### config.mk
export PLATFORM = sky130hd
export DESIGN_NAME = lwpi_wb_sequencer
export DESIGN_NICKNAME = d
export VERILOG_FILES = /design/src/rtl/lwpi_wb_sequencer.sv
export SDC_FILE = /design/constraint.sdc
export NUM_CORES = 1
export LEC_CHECK = 0
export ABC_AREA = 1
export CAP_MARGIN = 30
export CORE_MARGIN = 2
export CORE_UTILIZATION = 30
export DETAILED_ROUTE_END_ITERATION = 8
export HOLD_SLACK_MARGIN = 0.15
export PLACE_DENSITY = 0.61
export REMOVE_ABC_BUFFERS = 1
export SETUP_SLACK_MARGIN = 0.3
export SLEW_MARGIN = 40
export SYNTH_ARGS = -nofsm -noshare
export SYNTH_HDL_FRONTEND = slang
export SYNTH_SLANG_ARGS = --single-unit
### constraint.sdc
create_clock -name clk -period 5.1 [get_ports clk]
set_input_delay 1.53 -clock clk [delete_from_list [all_inputs] [get_ports clk]]
set_output_delay 1.53 -clock clk [all_outputs]
set_load 0.02 [all_outputs]
### src/rtl/lwpi_wb_sequencer.sv
// lwpi_wb_sequencer
//   Writeback sequencer for the lwpostinc (load word, post-increment)
//   instruction on a register file that has a single write port.
//   - Most instructions pass their one write straight through.
//   - A two-write lwpostinc writes rd with the load data in its first cycle
//     and raises stall. The base register update (rs1 <= rs1_inc) is
//     captured and written in the following cycle (state SECOND).
//   - lwpi_count counts completed lwpostinc instructions and wraps.
//
// Ports
//   clk, rst                              clock, async active-high reset
//   is_lwpi, rd_addr, rs1_addr            decoded lwpostinc and its registers
//   load_data, rs1_inc                    load result and incremented base
//   wb_en_in, wb_addr_in, wb_data_in      normal single-write request
//   rf_we, rf_waddr, rf_wdata             register file write port
//   stall                                 hold PC/instruction next cycle
//   busy                                  high while in SECOND
//   lwpi_count                            completed lwpostinc count
module lwpi_wb_sequencer #(
  parameter int XLEN  = 32,
  parameter int CNT_W = 16
) (
  input  logic             clk,
  input  logic             rst,
  input  logic             is_lwpi,
  input  logic [4:0]       rd_addr,
  input  logic [4:0]       rs1_addr,
  input  logic [XLEN-1:0]  load_data,
  input  logic [XLEN-1:0]  rs1_inc,
  input  logic             wb_en_in,
  input  logic [4:0]       wb_addr_in,
  input  logic [XLEN-1:0]  wb_data_in,
  output logic             rf_we,
  output logic [4:0]       rf_waddr,
  output logic [XLEN-1:0]  rf_wdata,
  output logic             stall,
  output logic             busy,
  output logic [CNT_W-1:0] lwpi_count
);

  typedef enum logic {
    IDLE   = 1'b0,
    SECOND = 1'b1
  } state_t;

  state_t            state_reg, state_next;
  logic [4:0]        cap_rs1_reg, cap_rs1_next;
  logic [XLEN-1:0]   cap_val_reg, cap_val_next;
  logic [CNT_W-1:0]  count_reg, count_next;

  always_ff @(posedge clk or posedge rst) begin
    if (rst) begin
      state_reg   <= IDLE;
      cap_rs1_reg <= '0;
      cap_val_reg <= '0;
      count_reg   <= '0;
    end else begin
      state_reg   <= state_next;
      cap_rs1_reg <= cap_rs1_next;
      cap_val_reg <= cap_val_next;
      count_reg   <= count_next;
    end
  end

  always_comb begin
    state_next   = state_reg;
    cap_rs1_next = cap_rs1_reg;
    cap_val_next = cap_val_reg;
    count_next   = count_reg;
    rf_we        = 1'b0;
    rf_waddr     = '0;
    rf_wdata     = '0;
    stall        = 1'b0;
    busy         = 1'b0;

    case (state_reg)
      IDLE: begin
        if (is_lwpi) begin
          rf_waddr = rd_addr;
          rf_wdata = load_data;
          rf_we    = (rd_addr != 5'd0);
          if (rs1_addr != 5'd0 && rs1_addr != rd_addr) begin
            // Base update deferred to the next cycle; replay is held off by stall.
            stall        = 1'b1;
            cap_rs1_next = rs1_addr;
            cap_val_next = rs1_inc;
            state_next   = SECOND;
          end else begin
            // rs1 is x0 (no update) or aliases rd (load value wins).
            count_next = count_reg + 1'b1;
          end
        end else begin
          rf_waddr = wb_addr_in;
          rf_wdata = wb_data_in;
          rf_we    = wb_en_in && (wb_addr_in != 5'd0);
        end
      end
      SECOND: begin
        // All inputs are ignored here: the replayed lwpostinc must not restart.
        rf_waddr   = cap_rs1_reg;
        rf_wdata   = cap_val_reg;
        rf_we      = (cap_rs1_reg != 5'd0);
        busy       = 1'b1;
        state_next = IDLE;
        count_next = count_reg + 1'b1;
      end
      default: state_next = IDLE;
    endcase

    // Outputs are combinational, so reset must mask them directly.
    if (rst) begin
      rf_we = 1'b0;
      stall = 1'b0;
      busy  = 1'b0;
    end
  end

  assign lwpi_count = count_reg;

endmodule
-- Word level (Yosys, flattened, before mapping)
Index checks and enable logic that the tools add are counted.
- output and inout bits: 56
- input bits: 115
- word-level logic and storage cells: 34
- register bits after elaboration: 54
- eq/ne operators: 3
- add/subtract/negate cells: 1
- muxes and demuxes: 17
- bitwise gates (word level): 1
- reduce and logical (&&, ||, !) cells: 8
- operators with widths (kind ; count):
    $pmux 32 s2 ; 1
    $mux 16 ; 2
    $mux 32 ; 1
    $pmux 16 s2 ; 1
    $reduce_bool 5->1 ; 4
    $add 16x1->16 const B ; 1
    $pmux 5 s2 ; 1
    $mux 1 ; 8
    $mux 5 ; 1
    $ne 5x5->1 ; 1
    $ne 2x2->1 const B ; 2
    $pmux 1 s2 ; 2
    $reduce_and 3->1 ; 1
    $logic_and 1x1->1 ; 2
    $reduce_and 2->1 ; 1
    $not 1->1 ; 1

-- Logic depth before layout (Yosys ltp)
Gate-level depths: netlist of the first run.
- word-level depth: 6
- gate-level depth with buffers: 10
- mapped depth without buffers: 9

-- Worst setup path after synthesis of the first run
No wires, ideal clock.
- kind: input -> output
- start: input rst
- end: output rf_we
- cell stages on the path: 3
- path buffers: 0
- arrival: 3.171 ns
- path slack: 0.399 ns
- data required time: 3.570 ns
- path through: inv_1 nand2_1 a21oi_1
- longest elaborated chain between the ends: 1
- ends and longest elaborated chain (what ; RTL line ; RTL):
    start, declared ; 24 ; input logic rst,
    $mux 1 ; 111 ; if (rst) begin
    end, declared ; 33 ; output logic rf_we,
Every way passes these cells.

-- Final worst setup path of the first run
- start: input is_lwpi
- end: output stall
- longest elaborated chain between the ends: 3
- ends and longest elaborated chain (what ; RTL line ; RTL):
    start, declared ; 25 ; input logic is_lwpi,
    $mux 1 ; 78 ; if (is_lwpi) begin
    $mux 1 ; 76 ; case (state_reg)
    $mux 1 ; 111 ;
    end, declared ; 36 ; output logic stall,
Every way passes these cells.

==> results of run 1 <==
[metal layers]
metal	vias up	GRT usage [%]	part of all wire (%)
met3	16	3.97	7.5
li1	1902	-	-
met1	1730	23.2	42
met5	-	0	0
met2	118	31.7	48
met4	0	4.43	2.1
[cells in the final DEF (no fill, tap or decap), types with 2 or more instances in the layout]
cell type	count
sky130_fd_sc_hd__nand2_1	203
sky130_fd_sc_hd__inv_2	3
sky130_fd_sc_hd__o21ai_0	8
sky130_fd_sc_hd__a21oi_1	71
sky130_fd_sc_hd__inv_1	17
sky130_fd_sc_hd__clkbuf_8	5
sky130_fd_sc_hd__xor2_1	5
sky130_fd_sc_hd__buf_4	10
sky130_fd_sc_hd__dlygate4sd2_1	5
sky130_fd_sc_hd__clkdlybuf4s50_1	136
sky130_fd_sc_hd__nand4_1	3
sky130_fd_sc_hd__nand3_4	2
sky130_fd_sc_hd__dfrtp_1	54
sky130_fd_sc_hd__nor2_2	2
sky130_fd_sc_hd__dlymetal6s2s_1	29
sky130_fd_sc_hd__nand3_1	27
sky130_fd_sc_hd__nor2_1	59
sky130_fd_sc_hd__xnor2_1	7
[final cells by class]
class | count | area (sq um) | share of cell area (%)
Clock buffer | 6 | 72.6 | 1.37
Tap cell | 140 | 175 | 3.30
Inverter | 21 | 78.8 | 1.49
Multi-Input combinational cell | 395 | 1750 | 33.1
Timing Repair Buffer | 181 | 1850 | 35.0
Sequential cell | 54 | 1350 | 25.5
Clock inverter | 2 | 16.3 | 0.307
[report_power, final]
part	switching, mW	internal [mW]	total, mW
registers	0.0575	0.496	0.553
clock network	0.142	0.0990	0.241
logic	0.278	0.255	0.533
total	0.478	0.850	1.33
[logic make-up (layout without fill, tap and decap cells)]
group / Yosys count / count (layout)
AOI/OAI and AO/OA: 81 / 81
xor gates and xnor gates: 12 / 12
adders and majority gates: 1 / 1
buffers and inverters: 47 / 210
DFF: 54 / 54
and+or+nand+nor: 301 / 301
[critical path, delay by kind of cell]
kind	cells	cell delay, ns
simple gates	3	0.46
buf+inv	3	1.24
[metrics by stage]
stage / cell area, sq um / worst slack (ns)
3_3_place_gp: 5140 / 0.216
5_1_grt: 5300 / 0.218
4_1_cts: 5230 / 0.311
3_5_place_dp: 5140 / 0.216
2_1_floorplan: 3180 / 0.399
6_report: 5300 / 0.340
[repair_timing]
item                       CTS  global route
pin swaps                    0             0
resized for setup            7            29
setup endpoints to repair   27            30
[how the worst max path moves through the flow]
stage,end,slack (ns),depth (start not counted)
final,stall,0.34,6
after CTS,stall,0.31,6
after global routing,stall,0.22,6
after detailed placement,rf_we,0.22,7
after floorplan,rf_we,0.40,3
after global placement,rf_we,0.22,7
==> results.yml, run 1 <==
sta:
  rsz0062_at_grt: "yes"
  worst_slew_pin_slew_ns: 0.690
  finClkSkew_ns: 0.0148
  max_freq_ghz: 0.210
  timing.final.crit_share_pct: 93.3
  finalMaxSlewViolations: 0
  final_setup_violations: 0
  maxSlewHeadroom_pct: 54.0
  final.setup.tns_ns: 0
  worst_slack_on_hold_paths_ns: 0.490
  hold_viol_final: 0
  finalWorstPathRequiredPeriod_ns: 4.76
logic_synthesis:
  syn_area_per_cell_sq_um: 6.73
  yosys_register_bits: 54
  async_s_r_ff_share_synth_pct: 100
  synthMostInstantiatedCell: "sky130_fd_sc_hd__nand2_1"
  synth_top_area_cell: "sky130_fd_sc_hd__dfrtp_1"
  synth.mux.area_fraction_pct: 0
  dominant_combinational_cell_family_by_area_after_synthesis: "simple AND/OR/NAND/NOR gates"
  synth.top_cells.by_count: "sky130_fd_sc_hd__nand2_1 (203), sky130_fd_sc_hd__a21oi_1 (71), sky130_fd_sc_hd__nor2_1 (59)"
  yosys.area_share.adder_pct: 0.375
  synth_area_sq_um: 3340
  syn-instance-count: 496
  synth_xor_xnor_area_share_pct: 3.15
  ys_dominant_reg_cell: "sky130_fd_sc_hd__dfrtp_1"
  synth_seq_area_share_pct: 40.5
  post_synth_num_cell_types: 27
  post-synth-top-area-fraction_pct: 40.5
  largest_cells_by_area_after_synthesis: "sky130_fd_sc_hd__dfrtp_1 (41%), sky130_fd_sc_hd__nand2_1 (23%), sky130_fd_sc_hd__a21oi_1 (11%), sky130_fd_sc_hd__nor2_1 (6.6%), sky130_fd_sc_hd__nand3_1 (4.1%)"
  yosys_warnings: 0
  synth_simple_gate_area_share_pct: 36.7
  synth_compound_area_share_pct: 12.3
  synth_edf_count: 0
placement:
  io_buffers: 170
  placedCellCount: 791
  gp_congestion: 0.839
  detailed_place_hpwl_microns: 8390
clock_tree:
  cts_setup_buffers: 0
  ctsRootBufferMaster: "sky130_fd_sc_hd__clkbuf_8"
  ctsHtreeMaxLevel: 2
  numClockSinks: 54
  cts_tree: "done"
  clock_latency_ns: 0.31
  clock_slew_seen_by_the_registers_of_the_worst_setup_and_hold_paths_ns: 0.10
  cts-hold-fix-buffers: 0
  cts_buffers: 5
  max-clock-path-buffers: 2
detailed_routing:
  drt_iter0_markers: 179
  via_count: 3766
  drt-total-wl_microns: 11300
  drc: 0
  drt-wirelength-per-cell_microns: 14.2
  drt_first_pass_iters: 4
  detail-route-antenna-nets: 0
  route.detailed.vias_per_inst: 4.71
layout:
  finalNetCount: 774
  syn_to_final_growth_pct: 58.9
  num-fill-cells: 1121
  instances_no_fill: 799
  antennaDiodeCount: 0
  postLayoutCoreUtil_pct: 48.9
  post_route_cells_drive_above_1_share_pct: 4.25
  largest_register_ff_count: 32
global_routing:
  grt_overflow_total: 0
  grt_use_total_pct: 18.3
  grt_first_pass_wirelength_microns: 17600
  first_global_vias: 3649
  grt_antenna_before_repair: 0
  largest_net_degree_at_the_start_of_global_routing: 55
power_and_ir_drop:
  leakagePower_nw: 2.69
  power_per_cell_area_nw_per_um2: 251
  irDropWorstVdd_uv: 209
  report.power.total_mw: 1.33
worst_setup_path:
  worstSetupEndpointType: "primary output"
  rr_endpoint: "cap_val_reg[21]"
  worst-endpoint-required_ns: 3.57
  origin_of_the_critical_flop_to_flop_path: "state_reg"
  worstSetupPathType: "in -> out"
  critical_path_peak_fanout: 7
  cell_with_the_biggest_individual_delay_on_the_critical_path: "sky130_fd_sc_hd__clkdlybuf4s50_1"
  cp_data_arrival_time_ns: 3.23
  timing.critical_path.cells: "clkdlybuf4s50_1 > inv_2 > nor2_1 > nand3_4 > nor2_1 > clkdlybuf4s50_1"
  r2r.worst_path.cells: 6
  setup.worst_path.start_class: "input pin"
  r2r_slack_ns: 2.90
  worst_path_largest_cell_delay_ns: 0.61
  setup.worst_path.start: "is_lwpi"
outcome:
  run_status: "complete, no violations"
worst_hold_path:
  hold-path-endpoint: "cap_val_reg[29]"
  hold_class: "reg -> reg"
  whs_path_depth: 2
  hold_path.startpoint: "cap_val_reg[29]"
flow_run:
  maxCapViolations: 0
floorplan:
  area_of_the_core_region_sq_um: 10800
  dieHeight_microns: 109
  floorplan.die.width_microns: 109
  rows: 38
  initial_utilization_pct: 30.8
  dieArea_sq_um: 12000
  io_pins: 171
Power figures use the tool's default switching activity.
==> run 2, diff against run 1 <==
Settings changed: CORE_UTILIZATION 30 to 39, CTS_CLUSTER_SIZE set to 10, PLACE_DENSITY 0.61 to 0.77.
==> run 2 against run 1 <==
  * Critical path depth unchanged
  * Clock power is essentially flat
  * Setup slack worse by 0.0079 ns
  * Core utilization increased by 15 points
  * Clock skew fell by 0.0055 ns
  * Maximum frequency shrank 0.17%
  * Register-to-register slack improved by 0.13 ns
  * Cell count decreased by 4.9%
  * Critical path type unchanged
==> results.yml, run 2 (same netlist as run 1, synthesis figures left out) <==
global_routing:
  first_global_vias: 3632
  grt_antenna_before_repair: 0
  grt_overflow_total: 0
  grt_use_total_pct: 22.7
  grt_first_pass_wirelength_microns: 16700
  largest_net_degree_at_the_start_of_global_routing: 55
floorplan:
  rows: 33
  area_of_the_core_region_sq_um: 8260
  io_pins: 171
  floorplan.die.width_microns: 96.5
  dieHeight_microns: 96.5
  dieArea_sq_um: 9310
  initial_utilization_pct: 40.4
clock_tree:
  ctsHtreeMaxLevel: 2
  ctsRootBufferMaster: "sky130_fd_sc_hd__clkbuf_8"
  cts_tree: "done"
  clock_latency_ns: 0.30
  cts_buffers: 5
  numClockSinks: 54
  max-clock-path-buffers: 2
  clock_slew_seen_by_the_registers_of_the_worst_setup_and_hold_paths_ns: 0.08
worst_hold_path:
  hold_path.startpoint: "cap_val_reg[22]"
  whs_path_depth: 2
  hold-path-endpoint: "cap_val_reg[22]"
  hold_class: "reg -> reg"
layout:
  largest_register_ff_count: 32
  mostFrequentLayoutCell: "sky130_fd_sc_hd__nand2_1"
  antennaDiodeCount: 0
  layout_common_cells: "sky130_fd_sc_hd__nand2_1 (203), sky130_fd_sc_hd__clkdlybuf4s50_1 (137), sky130_fd_sc_hd__a21oi_1 (71)"
  multi_input_comb_area_sq_um: 1750
  num-fill-cells: 741
  final-seq-area_sq_um: 1350
  syn_to_final_growth_pct: 57.5
  postLayoutCoreUtil_pct: 63.6
  post_route_cells_drive_above_1_share_pct: 3.51
  finalNetCount: 770
worst_setup_path:
  cp_data_arrival_time_ns: 3.24
  cpLargestDelayFamily: "buffers and inverters"
  critical_path_peak_fanout: 29
  worst_path_largest_cell_delay_ns: 0.61
  worstSetupEndpointType: "primary output"
  origin_of_the_critical_flop_to_flop_path: "state_reg"
  setup.worst_path.start_class: "input pin"
  timing.critical_path.buf_inv: 4
  critPathMostFrequentCell: "sky130_fd_sc_hd__clkdlybuf4s50_1"
  timing.critical_path.cells: "clkdlybuf4s50_1 > inv_1 > buf_6 > nand2_1 > a21oi_1 > clkdlybuf4s50_1"
  worst-endpoint-required_ns: 3.57
  cell_with_the_biggest_individual_delay_on_the_critical_path: "sky130_fd_sc_hd__clkdlybuf4s50_1"
  r2r.worst_path.cells: 7
  r2r_slack_ns: 3.03
  rr_endpoint: "cap_val_reg[7]"
  worstSetupPathType: "in -> out"
sta:
  finClkSkew_ns: 0.00925
  final.setup.tns_ns: 0
  post-route-worst-setup-slack_ns: 0.333
  worst_slew_pin_slew_ns: 0.676
  hold_viol_final: 0
  finalMaxSlewViolations: 0
  max_freq_ghz: 0.210
  final_setup_violations: 0
  rsz0062_at_grt: "no"
  finalWorstPathRequiredPeriod_ns: 4.77
  maxSlewHeadroom_pct: 54.9
  timing.final.crit_share_pct: 93.5
detailed_routing:
  drt-wirelength-per-cell_microns: 14.5
  drc: 0
  dr_wl_met3_microns: 1010
  via_count: 3776
  drt-total-wl_microns: 11000
  routed.top_layer: "met4"
  met1Wirelength_microns: 4580
  drt_first_pass_iters: 4
  detail-route-antenna-nets: 0
  route.detailed.vias_per_inst: 4.97
  drt_iter0_markers: 122
  met2WireLength_microns: 5210
flow_run:
  maxCapViolations: 0
power_and_ir_drop:
  irDropWorstVdd_uv: 280
  leakagePower_nw: 2.71
  power_per_cell_area_nw_per_um2: 252
placement:
  detailed_place_hpwl_microns: 8110
  dp_slack_ns: 0.246
  io_buffers: 170
  gp_congestion: 0.865
outcome:
  run_status: "complete, no violations"
## run 2: changes by cell type in the layout (fill, tap and decap cells not counted), sizes merged
cell           previous run  this run
clkbuf                    6         7
clkinv                    1         2
clkinvlp                  1         0
buf                      11         7
clkdlybuf4s50           136       137
dlygate4sd2               5         1
dlymetal6s2s             29        32
inv                      21        20
## run 2: worst max-delay path by stage
stage / start / end / depth (start not counted)
2_1_floorplan: rst / rf_we / 3
3_3_place_gp: is_lwpi / rf_we / 7
3_5_place_dp: is_lwpi / rf_we / 7
4_1_cts: is_lwpi / rf_wdata[27] / 6
5_1_grt: is_lwpi / rf_wdata[16] / 6
6_report: is_lwpi / rf_wdata[16] / 6
## run 2: area by class of cell
class | count | area share [%]
repair buffers | 177 | 35.2
multi-input cells | 395 | 33.4
flip-flops and latches | 54 | 25.7
well taps | 105 | 2.50
clock buffers | 7 | 1.64
inverters | 21 | 1.50
clock inverters | 1 | 0.0952
## run 2: tightest hold or removal path: stages (launching register included)
cell,delay [ns]
sky130_fd_sc_hd__dfrtp_1,0.35
sky130_fd_sc_hd__nand2_1,0.05
sky130_fd_sc_hd__nand2_1,0.06
## run 2: power breakdown
part           internal [mW]  switching (mW)  leakage (nW)
Clock                  0.110           0.131        0.0482
Sequential             0.496          0.0528         0.686
Combinational          0.256           0.280          1.98
Total                  0.862           0.464          2.71
## run 2: timing repair
item,CTS,global route
resized for setup,2,32
hold buffers,0,0
setup endpoints to repair,30,32
buffers inserted,0,0
## run 2: layer usage
layer	vias to the layer above	track usage, %
li1	1893	-
met1	1724	28.0
met2	138	39.5
met3	21	5.43
met4	0	6.69
met5	-	0
## run 2: metrics by stage
stage | hold WS [ns] | power [mW] | std cells | area [sq um]
after floorplan | 0.450 | 0.819 | 470 | 3180
after global placement | 0.463 | 1.09 | 752 | 5080
after global routing | 0.505 | 1.41 | 760 | 5260
after CTS | 0.491 | 1.35 | 760 | 5170
after detailed placement | 0.467 | 1.10 | 752 | 5080
final | 0.486 | 1.33 | 760 | 5260
==> variant, RTL diff (config.mk and constraints of run 2) <==
Take the reset off `cap_val_reg` and load it in a clocked block of its own.
--- a/src/rtl/lwpi_wb_sequencer.sv
+++ b/src/rtl/lwpi_wb_sequencer.sv
@@ -53,12 +53,14 @@
       state_reg   <= IDLE;
       cap_rs1_reg <= '0;
-      cap_val_reg <= '0;
       count_reg   <= '0;
     end else begin
       state_reg   <= state_next;
       cap_rs1_reg <= cap_rs1_next;
-      cap_val_reg <= cap_val_next;
       count_reg   <= count_next;
     end
+  end
+
+  always_ff @(posedge clk) begin
+    cap_val_reg <= cap_val_next;
   end
 
Function: same outputs for any inputs over 10 cycles, from zero or initial values and one cycle with rst high; that may be too few to reach the edited logic, so the function may still have changed.
==> variant against run 2 <==
- total power is 7.4% lower
- synthesized cell count is 20% lower
- sequential cell count stayed put
- final area is 5.4% lower
- routed wire length is 7.4% lower
- critical path type unchanged
- area after synthesis is 7.9% lower
- combinational power is 19% lower
- worst setup slack better by 0.21 ns
==> variant: results (changes against run 2) <==
stage	metric	value	unit	change
outcome	run status	completed		
worst_hold_path	hold_sp	cap_rs1_reg[4]		
power_and_ir_drop	clock share of power	20.4	%	+2.2 points
cts	Worst-path clk slew	0.10	ns	+0.02 ns
drt	average wire per standard cell	15.3	um	+5.8%
critical_path	R2R depth	6		-1
global_route	gr usage total	23.4	%	+0.69 points
finish	share of cells above drive strength 1	4.09	%	+0.58 points
placed_design	Final HPWL DP	7.53	mm	-7.1%
sta	Highest Clock Rate	0.220	GHz	+4.7%
power_and_ir_drop	Max rail drop VDD	0.000215	V	-23%
critical_path	Crit Path Max Fanout	3		-90%
finish	area occupied by multi-input gates	1380	um2	-21%
yosys	Distinct cells, synth	30		+11%
drt	Final Routed Wirelength	10.2	mm	-7.4%
yosys	synth cell count leaders	111 x nand2_1, 69 x a21oi_1, 62 x nor2_1		
yosys	Synth area leaders	edfxtp_1 31%, dfrtp_1 18%, nand2_1 14%		
power_and_ir_drop	Leak	2.14	nW	-21%
placed_design	Post-DP Area	4890	um2	-3.8%
critical_path	FF-to-FF End	cap_val_reg[23]		
critical_path	FF-to-FF setup slack	3.20	ns	+0.17 ns
placed_design	worst slack, placed	0.211	ns	-0.0357 ns
finish	# nets final	677		-12%
critical_path	critical path arrival	3.02	ns	-0.22 ns
yosys	post-synthesis cell count	396		-20%
==> variant: cell types whose count changed in the layout (fill, tap and decap cells not counted), moves of 2 or more <==
cell / change
dlymetal6s2s_1: -27
dfrtp_1: -32
o21ai_1: +3
a21oi_1: -2
xor2_1: -2
o21ai_0: -5
dlygate4sd2_1: +21
clkdlybuf4s50_1: +6
edfxtp_1: +32
nand2_1: -92
nor2_2: -2
nor2_1: +3
==> variant: layer usage <==
| metal | routed length, um | share of wire [%] | track usage [%] | vias to the layer above |
|---|---|---|---|---|
| met5 | 0 | 0 | 0 | - |
| met4 | 165 | 1.6 | 7.11 | 0 |
| met3 | 865 | 8.5 | 5.94 | 16 |
| met2 | 4660 | 46 | 37.6 | 120 |
| met1 | 4500 | 44 | 31.2 | 1536 |
| li1 | - | - | - | 1638 |
==> variant: critical path: stages <==
cell and delay, ns:
clkdlybuf4s50_1 0.53, nor2_1 0.07, inv_1 0.07, o211ai_1 0.08
o21ai_0 0.10, clkdlybuf4s50_1 0.65
==> variant: repair_timing <==
item,in CTS,in global routing
endpoints found under the setup margin,27,17
gates resized for setup,23,5
gates cloned,0,0
setup buffers,0,0
==> variant: cell families (layout without fill, tap and decap cells) <==
| family | after synthesis | after routing | synth area share (%) |
|---|---|---|---|
| other cells | 0 | 1 | 0 |
| fa+ha+maj | 1 | 1 | 0.407 |
| compound gates | 79 | 79 | 13.2 |
| buf+inv | 42 | 208 | 5.94 |
| flops | 54 | 54 | 49.2 |
| simple gates | 209 | 209 | 28.1 |
| xor+xnor | 11 | 11 | 3.14 |
==> variant: cell type report <==
class                      instances  share of cell area, %
clock buffer                       5                   1.38
multi-input combinational        300                   27.7
tap                              102                   2.57
timing repair buffer             178                   35.6
sequential                        54                   30.4
antenna                            1                 0.0503
clock inverter                     3                  0.503
inverter                          22                   1.71
